==> src/rtl/echo_timer_drop_ctrl_pkg.sv <==
// Shared definitions for the echo timer / drop controller: FSM state
// encoding, the saturation value of the 16-bit tick counter and the number
// of consecutive passing measurements needed when drop confirmation is built.
package echo_timer_drop_ctrl_pkg;

    typedef enum logic [2:0] {
        ST_IDLE      = 3'd0,
        ST_TRIG      = 3'd1,
        ST_WAIT_RISE = 3'd2,
        ST_MEASURE   = 3'd3,
        ST_DONE      = 3'd4
    } state_e;

    localparam logic [15:0] T_SAT         = 16'hFFFF;
    localparam int          CONFIRM_DEPTH = 3;

    // Increment that sticks at T_SAT instead of wrapping to zero.
    function automatic logic [15:0] sat_inc(input logic [15:0] v);
        return (v == T_SAT) ? v : v + 16'd1;
    endfunction

endpackage

==> src/rtl/echo_timer_drop_ctrl_tick_gen.sv <==
// Time-base prescaler: emits a one-cycle tick every PRESCALE clk cycles.
// While clr is high the phase is held at zero, so the first tick after clr
// drops arrives exactly PRESCALE cycles later.
module echo_timer_drop_ctrl_tick_gen #(
    parameter int PRESCALE = 50
) (
    input  logic clk,
    input  logic rst_n,
    input  logic clr,
    output logic tick
);

    localparam int            CW   = (PRESCALE > 2) ? $clog2(PRESCALE) : 1;
    localparam logic [CW-1:0] LAST = CW'(PRESCALE - 1);

    logic [CW-1:0] cnt_q;
    logic [CW-1:0] cnt_d;

    // Next phase: hold at zero while cleared, otherwise count and wrap at LAST.
    always_comb begin
        cnt_d = cnt_q;
        if (clr) begin
            cnt_d = '0;
        end else if (cnt_q == LAST) begin
            cnt_d = '0;
        end else begin
            cnt_d = cnt_q + CW'(1);
        end
    end

    // Phase register.
    always_ff @(posedge clk or negedge rst_n) begin
        if (!rst_n) begin
            cnt_q <= '0;
        end else begin
            cnt_q <= cnt_d;
        end
    end

    assign tick = (cnt_q == LAST);

endmodule

==> src/rtl/echo_timer_drop_ctrl.sv <==
// Echo timer and drop controller. A start request fires a trigger pulse to
// the range sensor, times the width of the returned echo in prescaled ticks
// and decides whether a drop is enabled (armed, measured time strictly below
// the limit sampled at start, no timeout). Results and the decision are
// published together, one cycle after the DONE state, with a valid pulse.
// Optional build macro DROP_CONFIRM_EN: drop_en additionally requires
// CONFIRM_DEPTH consecutive passing measurements.
module echo_timer_drop_ctrl
    import echo_timer_drop_ctrl_pkg::*;
#(
    parameter int          PRESCALE      = 50,
    parameter int          TRIG_TICKS    = 10,
    parameter logic [15:0] TIMEOUT_TICKS = 16'd60000
) (
    input  logic        clk,
    input  logic        rst_n,
    input  logic        start,
    input  logic        echo,
    input  logic        arm,
    input  logic [15:0] t_lim_cfg,
    output logic        trig,
    output logic [15:0] t_act,
    output logic [15:0] t_lim,
    output logic        drop_en,
    output logic        valid,
    output logic        busy,
    output logic        timeout
);

    state_e      state_q, state_d;
    logic [15:0] cnt_q, cnt_d;
    logic [15:0] res_q, res_d;
    logic        rto_q, rto_d;
    logic        echo_s1_q, echo_s2_q, echo_s3_q;
    logic        trig_q, trig_d;
    logic [15:0] t_act_q, t_act_d;
    logic [15:0] t_lim_q, t_lim_d;
    logic        drop_en_q, drop_en_d;
    logic        valid_q, valid_d;
    logic        timeout_q, timeout_d;
`ifdef DROP_CONFIRM_EN
    logic [1:0]  confirm_q, confirm_d;
`endif

    logic        tick;
    logic        echo_rise;
    logic        echo_fall;
    logic [15:0] cnt_inc;
    logic        pass;

    echo_timer_drop_ctrl_tick_gen #(
        .PRESCALE (PRESCALE)
    ) u_tick_gen (
        .clk   (clk),
        .rst_n (rst_n),
        .clr   (state_q == ST_IDLE),
        .tick  (tick)
    );

    // Edges are taken from the synchronised echo only (s2 vs its delayed copy).
    assign echo_rise = echo_s2_q & ~echo_s3_q;
    assign echo_fall = ~echo_s2_q & echo_s3_q;
    assign cnt_inc   = sat_inc(cnt_q);

    // Next-state and output-register logic for the measurement FSM.
    always_comb begin
        state_d   = state_q;
        cnt_d     = cnt_q;
        res_d     = res_q;
        rto_d     = rto_q;
        t_act_d   = t_act_q;
        t_lim_d   = t_lim_q;
        drop_en_d = drop_en_q;
        valid_d   = 1'b0;
        timeout_d = timeout_q;
        pass      = 1'b0;
`ifdef DROP_CONFIRM_EN
        confirm_d = confirm_q;
`endif

        case (state_q)
            ST_IDLE: begin
                if (start) begin
                    state_d   = ST_TRIG;
                    t_lim_d   = t_lim_cfg;
                    timeout_d = 1'b0;
                    cnt_d     = '0;
                end
            end
            ST_TRIG: begin
                if (tick) begin
                    if (cnt_inc >= 16'(TRIG_TICKS)) begin
                        state_d = ST_WAIT_RISE;
                        cnt_d   = '0;
                    end else begin
                        cnt_d = cnt_inc;
                    end
                end
            end
            ST_WAIT_RISE: begin
                // A rise in the same cycle as the final tick still wins.
                if (echo_rise) begin
                    state_d = ST_MEASURE;
                    cnt_d   = '0;
                end else if (tick) begin
                    if (cnt_inc >= TIMEOUT_TICKS) begin
                        state_d = ST_DONE;
                        res_d   = T_SAT;
                        rto_d   = 1'b1;
                    end else begin
                        cnt_d = cnt_inc;
                    end
                end
            end
            ST_MEASURE: begin
                // The fall cycle's own tick is included so an echo of N*PRESCALE
                // clk cycles reads back as exactly N, whatever the tick phase.
                if (echo_fall) begin
                    state_d = ST_DONE;
                    res_d   = tick ? cnt_inc : cnt_q;
                    rto_d   = 1'b0;
                end else if (tick) begin
                    if (cnt_inc >= TIMEOUT_TICKS) begin
                        state_d = ST_DONE;
                        res_d   = T_SAT;
                        rto_d   = 1'b1;
                    end else begin
                        cnt_d = cnt_inc;
                    end
                end
            end
            ST_DONE: begin
                state_d   = ST_IDLE;
                valid_d   = 1'b1;
                t_act_d   = res_q;
                timeout_d = rto_q;
                pass      = arm & (res_q < t_lim_q) & ~rto_q;
`ifdef DROP_CONFIRM_EN
                if (pass) begin
                    if (confirm_q != 2'(CONFIRM_DEPTH)) begin
                        confirm_d = confirm_q + 2'd1;
                    end
                    drop_en_d = (confirm_d == 2'(CONFIRM_DEPTH));
                end else begin
                    confirm_d = '0;
                    drop_en_d = 1'b0;
                end
`else
                drop_en_d = pass;
`endif
            end
            default: begin
                state_d = ST_IDLE;
            end
        endcase

        // Losing arm withdraws permission immediately, in every state.
        if (!arm) begin
            drop_en_d = 1'b0;
`ifdef DROP_CONFIRM_EN
            confirm_d = '0;
`endif
        end

        trig_d = (state_d == ST_TRIG);
    end

    // Two-flop echo synchroniser plus one delayed copy for edge detection.
    always_ff @(posedge clk or negedge rst_n) begin
        if (!rst_n) begin
            echo_s1_q <= 1'b0;
            echo_s2_q <= 1'b0;
            echo_s3_q <= 1'b0;
        end else begin
            echo_s1_q <= echo;
            echo_s2_q <= echo_s1_q;
            echo_s3_q <= echo_s2_q;
        end
    end

    // FSM, counter and published-result registers.
    always_ff @(posedge clk or negedge rst_n) begin
        if (!rst_n) begin
            state_q   <= ST_IDLE;
            cnt_q     <= '0;
            res_q     <= '0;
            rto_q     <= 1'b0;
            trig_q    <= 1'b0;
            t_act_q   <= '0;
            t_lim_q   <= '0;
            drop_en_q <= 1'b0;
            valid_q   <= 1'b0;
            timeout_q <= 1'b0;
        end else begin
            state_q   <= state_d;
            cnt_q     <= cnt_d;
            res_q     <= res_d;
            rto_q     <= rto_d;
            trig_q    <= trig_d;
            t_act_q   <= t_act_d;
            t_lim_q   <= t_lim_d;
            drop_en_q <= drop_en_d;
            valid_q   <= valid_d;
            timeout_q <= timeout_d;
        end
    end

`ifdef DROP_CONFIRM_EN
    // Count of consecutive passing measurements.
    always_ff @(posedge clk or negedge rst_n) begin
        if (!rst_n) begin
            confirm_q <= '0;
        end else begin
            confirm_q <= confirm_d;
        end
    end
`endif

    assign trig    = trig_q;
    assign t_act   = t_act_q;
    assign t_lim   = t_lim_q;
    assign drop_en = drop_en_q;
    assign valid   = valid_q;
    assign timeout = timeout_q;
    assign busy    = (state_q != ST_IDLE);

endmodule

==> config.mk <==
export PLATFORM = sky130hd
export DESIGN_NAME = echo_timer_drop_ctrl
export DESIGN_NICKNAME = d
export VERILOG_FILES = /design/src/rtl/echo_timer_drop_ctrl_pkg.sv /design/src/rtl/echo_timer_drop_ctrl_tick_gen.sv /design/src/rtl/echo_timer_drop_ctrl.sv
export SDC_FILE = /design/constraint.sdc
export NUM_CORES = 1
export LEC_CHECK = 0
export ABC_AREA = 1
export ABC_CLOCK_PERIOD_IN_PS = 2440
export CAP_MARGIN = 25
export CELL_PAD_IN_SITES_DETAIL_PLACEMENT = 1
export CELL_PAD_IN_SITES_GLOBAL_PLACEMENT = 1
export CORE_ASPECT_RATIO = 1.4
export CORE_MARGIN = 2
export CORE_UTILIZATION = 33
export DETAILED_ROUTE_END_ITERATION = 6
export MAX_ROUTING_LAYER = met4
export PLACE_DENSITY_LB_ADDON = 0.08
export SLEW_MARGIN = 20
export SYNTH_ARGS = -nofsm -noshare
export SYNTH_HDL_FRONTEND = slang
export SYNTH_HIERARCHICAL = 1
export SYNTH_SLANG_ARGS = --single-unit
==> constraint.sdc <==
create_clock -name clk -period 2.44 [get_ports clk]
set_input_delay 0.244 -clock clk [delete_from_list [all_inputs] [get_ports clk]]
set_output_delay 0.244 -clock clk [all_outputs]
set_load 0.02 [all_outputs]
==> flow_summary.toml <==
[synthesis]
yosysWarningCount = 6
dominant_combinational_cell_family_by_area_after_synthesis = "simple AND/OR/NAND/NOR gates"
postSynth.asyncResetShare = 1.000
synth-compound-area-share = 0.1422
synth_edf_count = 0
synth-xor-area-share = 0.01076
ys.flop_type = "sky130_fd_sc_hd__dfrtp_1"
syn-mean-instance-area_sq_um = 7.849
yosys.area.top_type = "sky130_fd_sc_hd__dfrtp_1"
synth_most_common_cell = "sky130_fd_sc_hd__nand2_1"
postSynthNetCount = 661
syn-instance-count = 622
synth_cell_type_count = 39
synth.top_cell.area_share = 0.4152
synthSimpleGateAreaFrac = 0.2855
post_synth_fa_ha_maj_area_fraction = 0.04613
synth-seq-cells = 81
synth.area.top_cells = "sky130_fd_sc_hd__dfrtp_1, sky130_fd_sc_hd__nand2_1, sky130_fd_sc_hd__o21ai_0"
yosys-top-cells-count = "sky130_fd_sc_hd__nand2_1, sky130_fd_sc_hd__inv_1, sky130_fd_sc_hd__dfrtp_1"
yosysSeqAreaShare = 0.4152
yosys-mux-area-fraction = 0
synth_area_sq_um = 4882

[clock_tree]
ctsRootBufferMaster = "sky130_fd_sc_hd__clkbuf_16"
cts-buffers-inserted = 9
ctsHtreeMaxLevel = 3
cts_tree = "built"
cts_num_sinks = 81
worst_skew_pair.late_latency_ns = 0.34
clk_path_buf_depth = 2
cts.clk_slew.worst_paths_ns = 0.07

[power]
ir_drop_mv = 0.3370
power_density_nw_per_um2 = 468.9
static-leakage-power_nw = 3.155

[finish]
final_layout_size_suffix_gt1_frac = 0.2258
area_growth_syn_to_layout_pct = 36.42
stdcell_count = 933
num_antenna_cells = 0
finish.instance_area_sq_um = 6660
finalNetCount = 779

[routing]
post_drt_via_cell_ratio = 4.902
firstDrtPassIters = 4
drt_first_iter_violations = 189
route.vias.total = 4574
avgRoutedWirePerCell_um = 16.93
totalWireLength_um = 15800
total_drc_errors_in_the_routed_layout = 0
antenna_violating_nets_left = 0

[timing]
hold_viol_final = 0
final-max-slew-violation-count = 0
max_clock_freq_mhz = 425.2
post-route-period-util = 0.9638
post-route-min-period_ns = 2.352
grt_setup_unrepaired = "true"
total_setup_violations_reported_at_the_end_of_the_flow = 0
worst_tran_pin_value_ns = 0.6112
relative_slew_slack = 0.5925
fin_worst_skew_ns = 0.01216

[worst_setup_path]
setup.worst_path.class = "reg2reg"
cp-end-kind = "flop"
timing.critical_path.slowest_cell_delay_ns = 0.41
worst_path_max_delay_cell = "sky130_fd_sc_hd__dfrtp_1"
worstPathRequired_ns = 2.64
critPathTopFamily = "simple AND/OR/NAND/NOR gates"
worstPathMaxFanout = 9
worstSetupStartpointType = "flop"
arrival_ns = 2.55
cells_traversed_along_the_worst_timing_path = "ha_4 -> nand3_4 -> inv_4 -> nand2_4 -> nor2_8 -> nand2_2 -> nand3_4 -> nand2_4 -> nor2_4 -> nand3_4 -> nand2_4 -> nand2_8 -> buf_4 -> nand3_1 -> nand4_1"
worst-path-buf-inv = 2

[place]
hpwlAfterDp_um = 11960
place.gp.congestion = 0.8747
buffer_ports.inserted = 57
dpl.cell_count = 909
dpl_cell_area_sq_um = 6051

[die]
core-area_sq_um = 14440
die_area_sq_um = 15800
floorplan.rows = 52
die_h_um = 147.9
die_x_um = 106.8
initial_core_util = 0.3380
boundaryPins = 58

[global_route]
wire_length_of_the_first_global_routing_pass_um = 25900
globalRoute.totalOverflow = 0
grt_start_max_net_pins = 46
number_of_global_route_vias_before_repair = 4895
gr-usage-all-layers = 0.2163
grt_antenna_before_repair = 0

[flow_run]
number_of_max_cap_violations = 0

[run_status]
outcome = "completed"

[min_path]
hp-class = "in2reg"
[cells by family (layout without fill, tap and decap cells)]
group,count (synthesis),in the layout
AND/OR/NAND/NOR,276,277
AO/OA/AOI/OAI,126,126
buffers and inverters,115,236
flip-flops,81,81
adder cells (fa/ha/maj),18,18
XOR/XNOR,6,6
[flip-flops by register name, indices dropped and copies added (netlist names), 3 cells and up]
signal / flops
cnt_q: 16
res_q: 16
state_q: 3
t_act: 16
t_lim: 16
u_tick_gen/cnt_q: 6
[per-stage QoR]
step                setup TNS [ns]  power (mW)  hold slack, ns  utilization  setup slack, ns
finish                           0       3.123          0.3440       0.4611          0.08825
global route               -0.1876       3.255          0.3539       0.4611         -0.04700
CTS                              0       3.175          0.3372       0.4458         0.009390
detailed placement          -1.798       1.563          0.3018       0.4189          -0.1359
global placement            -1.997       1.558          0.2958       0.4189          -0.1163
floorplan                        0       1.448        -0.05159            -           0.2349
[routing by layer]
layer  wire, um  up-vias  global-route usage  part of all wire
li1           -     2278                   -                 -
met1       6684     2216              0.2513              0.42
met2       8559       65              0.3946              0.54
met3        315       15             0.02822             0.020
met4        238        0             0.04805             0.015
met5          0        -                   -                 0
[cells in the final DEF (no fill, tap or decap), types with 4 or more instances in the layout]
| cell type | netlist | routed |
|---|---|---|
| sky130_fd_sc_hd__nand2_1 | 130 | 119 |
| sky130_fd_sc_hd__inv_1 | 82 | 80 |
| sky130_fd_sc_hd__dfrtp_1 | 81 | 80 |
| sky130_fd_sc_hd__o21ai_0 | 68 | 68 |
| sky130_fd_sc_hd__buf_4 | 2 | 63 |
| sky130_fd_sc_hd__clkdlybuf4s50_1 | 0 | 56 |
| sky130_fd_sc_hd__nand3_1 | 49 | 47 |
| sky130_fd_sc_hd__nor2_1 | 35 | 27 |
| sky130_fd_sc_hd__a21oi_1 | 24 | 22 |
| sky130_fd_sc_hd__nand4_1 | 18 | 18 |
| sky130_fd_sc_hd__ha_1 | 18 | 17 |
| sky130_fd_sc_hd__nand2_2 | 7 | 14 |
| sky130_fd_sc_hd__o21ai_1 | 15 | 14 |
| sky130_fd_sc_hd__nand2_4 | 8 | 12 |
| sky130_fd_sc_hd__nand3_2 | 12 | 11 |
| sky130_fd_sc_hd__clkbuf_16 | 0 | 9 |
| sky130_fd_sc_hd__nor2_4 | 3 | 8 |
| sky130_fd_sc_hd__inv_2 | 8 | 7 |
| sky130_fd_sc_hd__nor2_2 | 4 | 7 |
| sky130_fd_sc_hd__buf_6 | 4 | 7 |
| sky130_fd_sc_hd__nand3_4 | 3 | 6 |
| sky130_fd_sc_hd__o211ai_1 | 6 | 6 |
| sky130_fd_sc_hd__nor3_1 | 5 | 5 |
| sky130_fd_sc_hd__o21ai_2 | 3 | 4 |
| sky130_fd_sc_hd__xor2_1 | 4 | 4 |
[report_power, final]
part | leakage, nW | switching (mW) | internal (mW)
Clock | 0.163 | 0.587 | 1.00
Sequential | 0.988 | 0.00992 | 1.36
Combinational | 2.00 | 0.0873 | 0.0751
[layout make-up]
cell class	instances	area, sq um
Fill cell	1791	7784
Multi-Input combinational cell	427	2535
Sequential cell	81	2028
Timing Repair Buffer	129	1162
Inverter	92	357.8
Tap cell	189	236.5
Clock buffer	9	225.2
Clock inverter	6	115.1
[worst register-to-register path, delay by kind of cell, from the launching register on]
kind                       cells  cell delay [ns]
adders and majority gates      1             0.19
and+or+nand+nor               12             1.35
DFF                            1             0.41
buffers and inverters          2             0.25
[path summary, 6_finish.rpt]
kind	from	to	slack, ns	cells past startpoint
worst max-delay path	cnt_q[0]	state_q[0]	0.09	15
worst min-delay path	echo	echo_s1_q	0.34	1
worst max register to register	cnt_q[0]	state_q[0]	0.09	15
worst min register to register	echo_s1_q	echo_s2_q	0.35	0
max in group asynchronous	rst_n	u_tick_gen/cnt_q[4]	1.36	3
min in group asynchronous	rst_n	t_lim[14]	0.45	2
[timing repair]
action                                  4_1_cts  5_1_grt
gates cloned                                  1        0
hold buffers                                  1        0
endpoints found under the setup margin       33       36
setup buffers                                 1        6
hold endpoints to repair                     43        0
gates resized for setup                       5       46
pin swaps                                     4       20
Note: power is estimated with default switching activity, not from simulation.
==> edit (same flow settings) <==
Register the output `t_act` once more, without a reset; this adds one clock of latency there. The other outputs are not delayed to match.
--- a/src/rtl/echo_timer_drop_ctrl.sv
+++ b/src/rtl/echo_timer_drop_ctrl.sv
@@ -217,7 +217,9 @@
 `endif
 
     assign trig    = trig_q;
-    assign t_act   = t_act_q;
+    always_ff @(posedge clk) begin
+        t_act <= t_act_q;
+    end
     assign t_lim   = t_lim_q;
     assign drop_en = drop_en_q;
     assign valid   = valid_q;
Behaviour: no difference found for any inputs over 10 cycles, from zero or initial values and one cycle with rst_n low; that may be too few to reach the edited logic, so the function may still have changed.
==> edit against the unedited design <==
- sequential cell count rose by 16
- wire length down 11%
- worst setup slack improved by 0.030 ns
- via count down 5.2%
- area after synthesis increased by 1.0%
- maximum frequency grew 1.3%
- final area decreased by 4.5%
Power is not compared: it rests on default switching activity, and its combinational part moved more than twofold at a synthesized area within 25%.
==> edit: results (changes against the unedited design) <==
status complete, no violations (unchanged); FF-to-FF End cnt_q[1]$_DFFE_PN0P_ (was state_q[0]$_DFF_PN0_); vias in the first global route 4541 (was 4895); Worst EP arrival 2.61 ns (was 2.55 ns); layout cells sized above 1 0.169 (was 0.226); period utilization 0.952 (was 0.964); pre-CTS setup slack -0.102 ns (was -0.136 ns); fin area 0.00636 mm2 (was 0.00666 mm2); multi-input gates 424 (was 427); DR iter-0 viols 144 (was 189); met1 global-route usage 0.220 (was 0.251); CP startpoint cnt_q[1]$_DFFE_PN0P_ (was cnt_q[0]$_DFFE_PN0P_); Non-clock buffers 95 (was 129); placed instance count 876 (was 909); WL final 14100 um (was 15800 um); Vias/cell 4.83 (was 4.90); nets@finish 743 (was 779); post-DP HPWL 11000 um (was 12000 um); Async S/R FF share, synth 0.835 (was 1.00); Fill cells 1770 (was 1791); P&R area growth vs syn 29.0% (was 36.4%); relative slew slack 0.619 (was 0.593); inverters 77 (was 92); met3 WL 290 um (was 315 um); met3 usage 0.0219 (was 0.0282); first-pass GRT wire length 23100 um (was 25900 um); clock buf count 10 (was 9); worst-path fanout max 6 (was 9); slowest stage delay, CP 0.36 ns (was 0.41 ns); vias 4337 (was 4574)
==> edit: worst reg2reg max path: stages (launching register included) <==
cell and delay (ns):
dfrtp_1 0.36, buf_4 0.16, nand2_2 0.09, nor2_4 0.23, nand2_4 0.10, nor2_2 0.10
nand2_1 0.05, nand2_1 0.09, nand2_2 0.09, nand2_4 0.09, nor2_1 0.07, a21oi_4 0.20
nand3_4 0.14, buf_4 0.18, nand2_1 0.06, nand3_1 0.07, nand2_1 0.08, nand2_1 0.06
nand2_1 0.06
==> edit: kinds of logic after synthesis <==
group,Yosys count,share of synthesized area
flip-flops,97,0.476
AND/OR/NAND/NOR,305,0.280
AO/OA/AOI/OAI,94,0.110
XOR/XNOR,7,0.0124
buffers and inverters,95,0.0766
adder cells (fa/ha/maj),18,0.0457
==> edit: power by group through the flow <==
stage                     logic (uW)  clock network (uW)  registers, uW
final                           66.0                1420           1610
after global routing            74.8                1540           1610
after CTS                       70.0                1470           1610
after detailed placement        68.2                   0           1640
after global placement          67.2                   0           1640
after floorplan                 1.89                   0           1640
